==> src/rtl/mips_instr_encoder_pkg.sv <==
// mips_instr_encoder_pkg
//   Shared definitions for the MIPS32 instruction encoder: request kind
//   codes, the opcode/funct values the encoder emits or checks, and the
//   encoder FSM state type.
//   Optional feature macro: ENC_PSEUDO_EN (LI/MOVE/NOP pseudo-instructions).
package mips_instr_encoder_pkg;

    // Request kinds; 3'd7 is deliberately left undefined (illegal).
    typedef enum logic [2:0] {
        KIND_R     = 3'd0,
        KIND_SHIFT = 3'd1,
        KIND_I     = 3'd2,
        KIND_J     = 3'd3,
        KIND_LI    = 3'd4,
        KIND_MOVE  = 3'd5,
        KIND_NOP   = 3'd6
    } kind_t;

    // Opcodes
    localparam logic [5:0] OP_R_TYPE = 6'b000000;
    localparam logic [5:0] OP_J      = 6'b000010;
    localparam logic [5:0] OP_JAL    = 6'b000011;
    localparam logic [5:0] OP_ORI    = 6'b001101;
    localparam logic [5:0] OP_LUI    = 6'b001111;

    // R-type funct
    localparam logic [5:0] FN_ADDU   = 6'b100001;

    localparam logic [31:0] DEFAULT_BASE_ADDR = 32'hBFC0_0000;

    // IDLE accepts requests; LI2 holds the ORI half of a two-word LI.
    typedef enum logic [0:0] {
        ST_IDLE = 1'b0,
        ST_LI2  = 1'b1
    } state_t;

    // I-format helper shared by the LI expansion paths.
    function automatic logic [31:0] enc_i(input logic [5:0] op, input logic [4:0] rs,
                                          input logic [4:0] rt, input logic [15:0] imm);
        return {op, rs, rt, imm};
    endfunction

endpackage

==> src/rtl/mips_instr_encoder_if.sv <==
// mips_instr_encoder_if
//   Request and output stream bundle of the instruction encoder.
//   Request side : req_valid/req_ready handshake with kind, code and fields.
//   Output side  : out_valid/out_ready handshake with out_instr/out_addr.
//   master modport: the requester / loader (drives requests, out_ready).
//   slave  modport: the encoder.
interface mips_instr_encoder_if;
    logic        req_valid;
    logic        req_ready;
    logic [2:0]  req_kind;
    logic [5:0]  req_code;
    logic [4:0]  req_rs;
    logic [4:0]  req_rt;
    logic [4:0]  req_rd;
    logic [4:0]  req_sa;
    logic [31:0] req_imm;
    logic        out_valid;
    logic        out_ready;
    logic [31:0] out_instr;
    logic [31:0] out_addr;

    modport master (
        output req_valid, req_kind, req_code, req_rs, req_rt, req_rd, req_sa, req_imm,
        output out_ready,
        input  req_ready, out_valid, out_instr, out_addr
    );

    modport slave (
        input  req_valid, req_kind, req_code, req_rs, req_rt, req_rd, req_sa, req_imm,
        input  out_ready,
        output req_ready, out_valid, out_instr, out_addr
    );
endinterface

==> src/rtl/mips_instr_encoder_instr_pack.sv <==
// instr_pack
//   Combinational packer: turns a request kind, code and register/immediate
//   fields into one 32-bit MIPS32 word and flags whether the request is legal.
//   For LI it returns the first word (ORI or LUI) and raises two_word when an
//   ORI follow-up is needed.
//   Ports: kind, code, rs, rt, rd, sa, imm (in); word, legal, two_word (out).
//   Optional feature macro: ENC_PSEUDO_EN enables KIND_LI/KIND_MOVE/KIND_NOP.
import mips_instr_encoder_pkg::*;

module instr_pack (
    input  logic [2:0]  kind,
    input  logic [5:0]  code,
    input  logic [4:0]  rs,
    input  logic [4:0]  rt,
    input  logic [4:0]  rd,
    input  logic [4:0]  sa,
    input  logic [31:0] imm,
    output logic [31:0] word,
    output logic        legal,
    output logic        two_word
);

    always_comb begin
        word     = '0;
        legal    = 1'b0;
        two_word = 1'b0;
        case (kind)
            KIND_R: begin
                word  = {OP_R_TYPE, rs, rt, rd, 5'd0, code};
                legal = 1'b1;
            end
            KIND_SHIFT: begin
                word  = {OP_R_TYPE, 5'd0, rt, rd, sa, code};
                legal = 1'b1;
            end
            KIND_I: begin
                word  = {code, rs, rt, imm[15:0]};
                // R-type and jump opcodes cannot be expressed in I format
                legal = !(code == OP_R_TYPE || code == OP_J || code == OP_JAL);
            end
            KIND_J: begin
                word  = {code, imm[25:0]};
                legal = (code == OP_J || code == OP_JAL);
            end
`ifdef ENC_PSEUDO_EN
            KIND_LI: begin
                legal = 1'b1;
                if (imm[31:16] == 16'h0) begin
                    word = enc_i(OP_ORI, 5'd0, rt, imm[15:0]);
                end else begin
                    word     = enc_i(OP_LUI, 5'd0, rt, imm[31:16]);
                    two_word = (imm[15:0] != 16'h0);
                end
            end
            KIND_MOVE: begin
                word  = {OP_R_TYPE, rs, 5'd0, rd, 5'd0, FN_ADDU};
                legal = 1'b1;
            end
            KIND_NOP: begin
                word  = '0;
                legal = 1'b1;
            end
`endif
            default: begin
                word  = '0;
                legal = 1'b0;
            end
        endcase
    end

`ifndef ENC_PSEUDO_EN
    // Upper immediate bits only matter for LI.
    logic unused_imm_hi;
    assign unused_imm_hi = ^imm[31:26];
`endif

endmodule

==> src/rtl/mips_instr_encoder.sv <==
// mips_instr_encoder
//   Assembles MIPS32 instruction words from field-level requests and streams
//   them with sequential load addresses to the instruction-RAM loader.
//   LI and MOVE pseudo-instructions are expanded; LI may take two beats.
//   Ports:
//     clk, rst      clock, synchronous active-high reset
//     restart       synchronous soft restart (same effect as rst, top priority)
//     bus           mips_instr_encoder_if.slave: request and output streams
//     err           sticky: an illegal request was consumed and dropped
//   Parameter: BASE_ADDR, load address of the first word after reset/restart.
//   Optional feature macro: ENC_PSEUDO_EN (LI/MOVE/NOP and the LI2 state).
import mips_instr_encoder_pkg::*;

module mips_instr_encoder #(
    parameter logic [31:0] BASE_ADDR = DEFAULT_BASE_ADDR
) (
    input  logic                       clk,
    input  logic                       rst,
    input  logic                       restart,
    mips_instr_encoder_if.slave        bus,
    output logic                       err
);

    logic        soft_rst;
    logic        out_valid_q;
    logic [31:0] out_instr_q;
    logic [31:0] out_addr_q;
    logic        err_q;

    logic        idle;
    logic        out_free;
    logic        accept;
    logic        load_word;

    logic [2:0]  p_kind;
    logic [5:0]  p_code;
    logic [4:0]  p_rs;
    logic [4:0]  p_rt;
    logic [4:0]  p_rd;
    logic [4:0]  p_sa;
    logic [31:0] p_imm;
    logic [31:0] p_word;
    logic        p_legal;
    logic        p_two;

    assign soft_rst = rst | restart;

    // Output stage can take a word when empty or draining this cycle.
    assign out_free      = !out_valid_q | bus.out_ready;
    assign bus.req_ready = idle & out_free;
    assign accept        = bus.req_valid & bus.req_ready;

`ifdef ENC_PSEUDO_EN
    state_t      state_q;
    state_t      state_d;
    logic [4:0]  li_rt_q;
    logic [15:0] li_lo_q;
    logic        li2_load;

    assign idle     = (state_q == ST_IDLE);
    assign li2_load = (state_q == ST_LI2) & out_free;

    always_ff @(posedge clk) begin
        if (soft_rst) begin
            state_q <= ST_IDLE;
        end else begin
            state_q <= state_d;
        end
    end

    always_comb begin
        state_d = state_q;
        case (state_q)
            ST_IDLE: if (accept && p_legal && p_two) state_d = ST_LI2;
            ST_LI2:  if (out_free) state_d = ST_IDLE;
            default: state_d = ST_IDLE;
        endcase
    end

    // The pending ORI half reuses the packer: in LI2 the request fields are
    // ignored (req_ready is low) and an ORI rt, rt, lo request is fed in.
    always_comb begin
        p_kind = bus.req_kind;
        p_code = bus.req_code;
        p_rs   = bus.req_rs;
        p_rt   = bus.req_rt;
        p_rd   = bus.req_rd;
        p_sa   = bus.req_sa;
        p_imm  = bus.req_imm;
        if (state_q == ST_LI2) begin
            p_kind = KIND_I;
            p_code = OP_ORI;
            p_rs   = li_rt_q;
            p_rt   = li_rt_q;
            p_imm  = {16'h0, li_lo_q};
        end
    end

    always_ff @(posedge clk) begin
        if (accept && p_legal && p_two) begin
            li_rt_q <= bus.req_rt;
            li_lo_q <= bus.req_imm[15:0];
        end
    end

    assign load_word = li2_load | (accept & p_legal);
`else
    assign idle      = 1'b1;
    assign p_kind    = bus.req_kind;
    assign p_code    = bus.req_code;
    assign p_rs      = bus.req_rs;
    assign p_rt      = bus.req_rt;
    assign p_rd      = bus.req_rd;
    assign p_sa      = bus.req_sa;
    assign p_imm     = bus.req_imm;
    assign load_word = accept & p_legal;

    // No LI expansion in this build, so the follow-up flag never matters.
    logic unused_two;
    assign unused_two = p_two;
`endif

    instr_pack u_pack (
        .kind     (p_kind),
        .code     (p_code),
        .rs       (p_rs),
        .rt       (p_rt),
        .rd       (p_rd),
        .sa       (p_sa),
        .imm      (p_imm),
        .word     (p_word),
        .legal    (p_legal),
        .two_word (p_two)
    );

    always_ff @(posedge clk) begin
        if (soft_rst) begin
            out_valid_q <= 1'b0;
            out_instr_q <= '0;
            out_addr_q  <= BASE_ADDR;
            err_q       <= 1'b0;
        end else begin
            // Address tracks completed handshakes, so a word loaded in the
            // same cycle the previous one drains picks up the advanced value.
            if (out_valid_q && bus.out_ready) begin
                out_addr_q <= out_addr_q + 32'd4;
            end
            if (load_word) begin
                out_valid_q <= 1'b1;
                out_instr_q <= p_word;
            end else if (out_free) begin
                out_valid_q <= 1'b0;
            end
            if (accept && !p_legal) begin
                err_q <= 1'b1;
            end
        end
    end

    assign bus.out_valid = out_valid_q;
    assign bus.out_instr = out_instr_q;
    assign bus.out_addr  = out_addr_q;
    assign err           = err_q;

endmodule
==> src/flat_wrapper.sv <==
// flat-port wrapper written by rule: the top's interface ports become plain ports
module mips_instr_encoder_flat 
#(
    parameter logic [31:0] BASE_ADDR = DEFAULT_BASE_ADDR
)
  (clk, rst, restart, err, bus_req_valid, bus_req_kind, bus_req_code, bus_req_rs, bus_req_rt, bus_req_rd, bus_req_sa, bus_req_imm, bus_out_ready, bus_req_ready, bus_out_valid, bus_out_instr, bus_out_addr);
  mips_instr_encoder_if bus_i ();
  input  logic clk;
  input  logic rst;
  input  logic restart;
  output logic err;
  input wire logic [$bits(bus_i.req_valid)-1:0] bus_req_valid;
  input wire logic [$bits(bus_i.req_kind)-1:0] bus_req_kind;
  input wire logic [$bits(bus_i.req_code)-1:0] bus_req_code;
  input wire logic [$bits(bus_i.req_rs)-1:0] bus_req_rs;
  input wire logic [$bits(bus_i.req_rt)-1:0] bus_req_rt;
  input wire logic [$bits(bus_i.req_rd)-1:0] bus_req_rd;
  input wire logic [$bits(bus_i.req_sa)-1:0] bus_req_sa;
  input wire logic [$bits(bus_i.req_imm)-1:0] bus_req_imm;
  input wire logic [$bits(bus_i.out_ready)-1:0] bus_out_ready;
  output wire logic [$bits(bus_i.req_ready)-1:0] bus_req_ready;
  output wire logic [$bits(bus_i.out_valid)-1:0] bus_out_valid;
  output wire logic [$bits(bus_i.out_instr)-1:0] bus_out_instr;
  output wire logic [$bits(bus_i.out_addr)-1:0] bus_out_addr;
  assign bus_i.req_valid = bus_req_valid;
  assign bus_i.req_kind = bus_req_kind;
  assign bus_i.req_code = bus_req_code;
  assign bus_i.req_rs = bus_req_rs;
  assign bus_i.req_rt = bus_req_rt;
  assign bus_i.req_rd = bus_req_rd;
  assign bus_i.req_sa = bus_req_sa;
  assign bus_i.req_imm = bus_req_imm;
  assign bus_i.out_ready = bus_out_ready;
  assign bus_req_ready = bus_i.req_ready;
  assign bus_out_valid = bus_i.out_valid;
  assign bus_out_instr = bus_i.out_instr;
  assign bus_out_addr = bus_i.out_addr;
  mips_instr_encoder #(.BASE_ADDR(BASE_ADDR)) u_core (.clk(clk), .rst(rst), .restart(restart), .bus(bus_i), .err(err));
endmodule
==> config.mk <==
export PLATFORM = sky130hd
export DESIGN_NAME = mips_instr_encoder_flat
export DESIGN_NICKNAME = d
export VERILOG_FILES = /design/src/rtl/mips_instr_encoder_pkg.sv /design/src/rtl/mips_instr_encoder_if.sv /design/src/rtl/mips_instr_encoder_instr_pack.sv /design/src/rtl/mips_instr_encoder.sv /design/src/flat_wrapper.sv
export SDC_FILE = /design/constraint.sdc
export NUM_CORES = 1
export LEC_CHECK = 0
export ABC_AREA = 1
export BUFFER_PORTS_ARGS = -buffer_cell sky130_fd_sc_hd__buf_2
export CORE_UTILIZATION = 44
export DETAILED_ROUTE_END_ITERATION = 8
export GPL_TIMING_DRIVEN = 1
export PLACE_DENSITY = 0.77
export SLEW_MARGIN = 20
export SYNTH_ARGS = -nofsm -noshare
export SYNTH_HDL_FRONTEND = slang
export SYNTH_HIERARCHICAL = 1
export SYNTH_SLANG_ARGS = --single-unit
export TNS_END_PERCENT = 5
==> constraint.sdc <==
create_clock -name clk -period 1.4 [get_ports clk]
set_input_delay 0.07 -clock clk [delete_from_list [all_inputs] [get_ports clk]]
set_output_delay 0.07 -clock clk [all_outputs]
set_load 0.05 [all_outputs]
==> reports/metrics.csv <==
stage,metric,value,unit
worst_setup_path,R2R Path Start,u_core/bus.out_addr[3],
sta,fin. max-slew vios,0,
synthesis,Mapped Area,0.00327,mm²
routing,Routed WL,8890,µm
die,initial core utilization,0.453,
global_routing,global-route wire length before repair,14200,µm
place,Post-Place Setup Slack,0.0236,ns
global_routing,pin count of the biggest net entering global routing,33,
place,placed cells,713,
power_and_ir_drop,power density cells,949,mW/mm²
final_layout,nets@finish,694,
worst_setup_path,worst path bufs/invs,1,
clock_tree,clock-pin slew on the worst setup and hold paths,0.08,ns
synthesis,gate count after technology mapping,494,
routing,vias,3715,
global_routing,initial antenna violation count,0,
power_and_ir_drop,P_sw,0.987,mW
clock_tree,"Clk Latency, worst-skew pair",0.34,ns
die,core footprint,0.00721,mm²
clock_tree,Root Driver,clkbuf_8,
power_and_ir_drop,sequential power share,0.441,
routing,per-cell routed wire length,12.2,µm
routing,drt initial violations,164,
power_and_ir_drop,Pint,3.18,mW
sta,Fin. Hold Viols,0,
worst_setup_path,r2r setup slk,0.08,ns
worst_setup_path,critical path type,register to register,
clock_tree,CTS tree,yes,
sta,RSZ-0062 raised after global routing,true,
global_routing,vias in the first global route,3358,
synthesis,Yosys Warn Count,6,
worst_setup_path,crit path from,u_core/bus.out_addr[3],
die,# rows,31,
place,Detail Placement HPWL,6660,µm
final_layout,fin util,0.608,
power_and_ir_drop,Sw Share,0.237,
worst_setup_path,Setup crit end,u_core/bus.out_addr[14],
min_path,worst hold path type,primary input to register,
place,GP Congestion,0.824,
run_status,status,completed,
worst_setup_path,CP max-delay cell,dfxtp_4,
power_and_ir_drop,Pleak,2.02,nW
worst_setup_path,Critical Path Sink Type,register,
global_routing,total track usage,0.236,
worst_setup_path,critical path data arrival time,1.55,ns
sta,Final min period,1.32,ns
sta,final worst slack,0.0809,ns
clock_tree,number of buffers created by CTS,9,
sta,clock skew,0.0106,ns
clock_tree,clk sinks,64,
final_layout,layout cell share with drive strength beyond 1,0.337,
power_and_ir_drop,Worst VDD drop,0.556,mV
die,Die Ht,88.2,µm
power_and_ir_drop,clock power share,0.464,
synthesis,post-synthesis area per instance,6.61,µm²
routing,drt drc,0,
sta,final setup fails,0,
sta,Max Clock Freq,758,MHz
power_and_ir_drop,Comb power frac,0.096,
sta,period utilization,0.942,
final_layout,post-route insts no fill,731,
worst_setup_path,worst-path cell chain,"ha_4, nand3_4, nor2_4, nand3_4, buf_4, o21ai_0, a21oi_1",
final_layout,P&R area growth vs syn,34.4,%
global_routing,Overflow after GRT,0,
final_layout,Ant. Diodes,0,
place,# port buffers,124,
worst_setup_path,CP Depth,7,
routing,DRT Pass-1 Iters,5,
worst_setup_path,CP top delay family,flip-flops,
worst_setup_path,Worst Path Required,1.63,ns
worst_setup_path,worst r2r dst,u_core/bus.out_addr[14],
die,die area,0.00777,mm²
worst_setup_path,worst-path fanout max,4,
routing,vias per cell,5.08,
flow_run,max cap viols,0,
die,Die X,88.2,µm
die,IO Count,133,
clock_tree,Max clock buf depth,2,
worst_setup_path,critical path's largest stage delay,0.38,ns
worst_setup_path,critical path's most frequent cell,nand3_4,
worst_setup_path,CP startpoint kind,register,
routing,Routed Antenna Nets,0,
clock_tree,H-Tree Depth,3,
worst_setup_path,Reg2Reg Depth,7,
-- metrics by stage --
step | TNS (ns) | hold WS (ns) | area [µm²] | power, mW
after floorplan | -0.928 | 0.246 | 3330 | 2.13
after global placement | 0 | 0.419 | 4070 | 2.27
after detailed placement | 0 | 0.428 | 4070 | 2.27
after CTS | 0 | 0.0638 | 4320 | 4.20
after global routing | -0.0887 | 0.0875 | 4390 | 4.34
final | 0 | 0.0771 | 4390 | 4.16
-- repair_timing --
item                                    CTS  global route
endpoints found under the hold margin     0             0
hold buffers                              0             0
buffers inserted                          0             2
resized for setup                         0            17
endpoints found under the setup margin    0            12
-- metal layers --
metal	track usage	routed length (µm)	part of all wire	up-vias
met5	0	0	0	-
met4	0.136	247	0.028	0
met3	0.0537	570	0.064	22
met2	0.408	4360	0.49	150
met1	0.266	3710	0.42	1698
li1	-	-	-	1845
-- flip-flops by register name, summed over array words and instances, names as in the netlist --
register,count
u_core/bus.out_instr,32
u_core/bus.out_addr,30
u_core/bus.out_valid,1
u_core/err,1
-- worst min-delay path: cells and delay by family --
family | cells | cell delay (ns)
AO/OA/AOI/OAI | 1 | 0.05
buffers and inverters | 1 | 0.09
AND/OR/NAND/NOR | 3 | 0.15
-- placed cells by master, fill, tap and decap left out, types with 3 or more instances in the layout --
cell        n
a21oi_1    47
buf_2     124
buf_4      16
clkbuf_8   11
dfxtp_1    42
dfxtp_2    20
inv_1      34
inv_2       5
nand2_1   169
nand2_2     3
nand3_1    42
nand3_2     3
nand3b_1    9
nand4_1     5
nor2_1     43
nor2_2      7
nor2_4      9
nor3_1      3
o21ai_0    15
-- how the worst min path moves through the flow --
| stage | start | endpoint | slack, ns | cells after the start |
|---|---|---|---|---|
| final | bus_req_rt[2] | u_core/bus.out_instr[18] | 0.08 | 5 |
| after detailed placement | bus_req_rd[1] | u_core/bus.out_instr[12] | 0.43 | 5 |
| after floorplan | rst | u_core/bus.out_addr[11] | 0.25 | 3 |
| after CTS | bus_req_rt[2] | u_core/bus.out_instr[18] | 0.06 | 5 |
| after global placement | bus_req_rd[0] | u_core/bus.out_instr[11] | 0.42 | 5 |
| after global routing | bus_req_rd[1] | u_core/bus.out_instr[12] | 0.09 | 5 |
-- cell type report --
cell class,count,area [µm²]
flip-flops and latches,64,1310
well taps,99,124
fillers,706,2830
clock buffers,12,176
clock inverters,4,72.6
multi-input cells,372,1790
repair buffers,141,761
inverters,39,146
-- power groups by stage --
stage | combinational [mW] | clock, mW | sequential (mW)
floorplan | 0.213 | 0 | 1.92
global placement | 0.390 | 0 | 1.88
detailed placement | 0.397 | 0 | 1.88
CTS | 0.398 | 1.97 | 1.83
global route | 0.439 | 2.06 | 1.83
finish | 0.398 | 1.93 | 1.83
(Power assumes the default switching activity.)
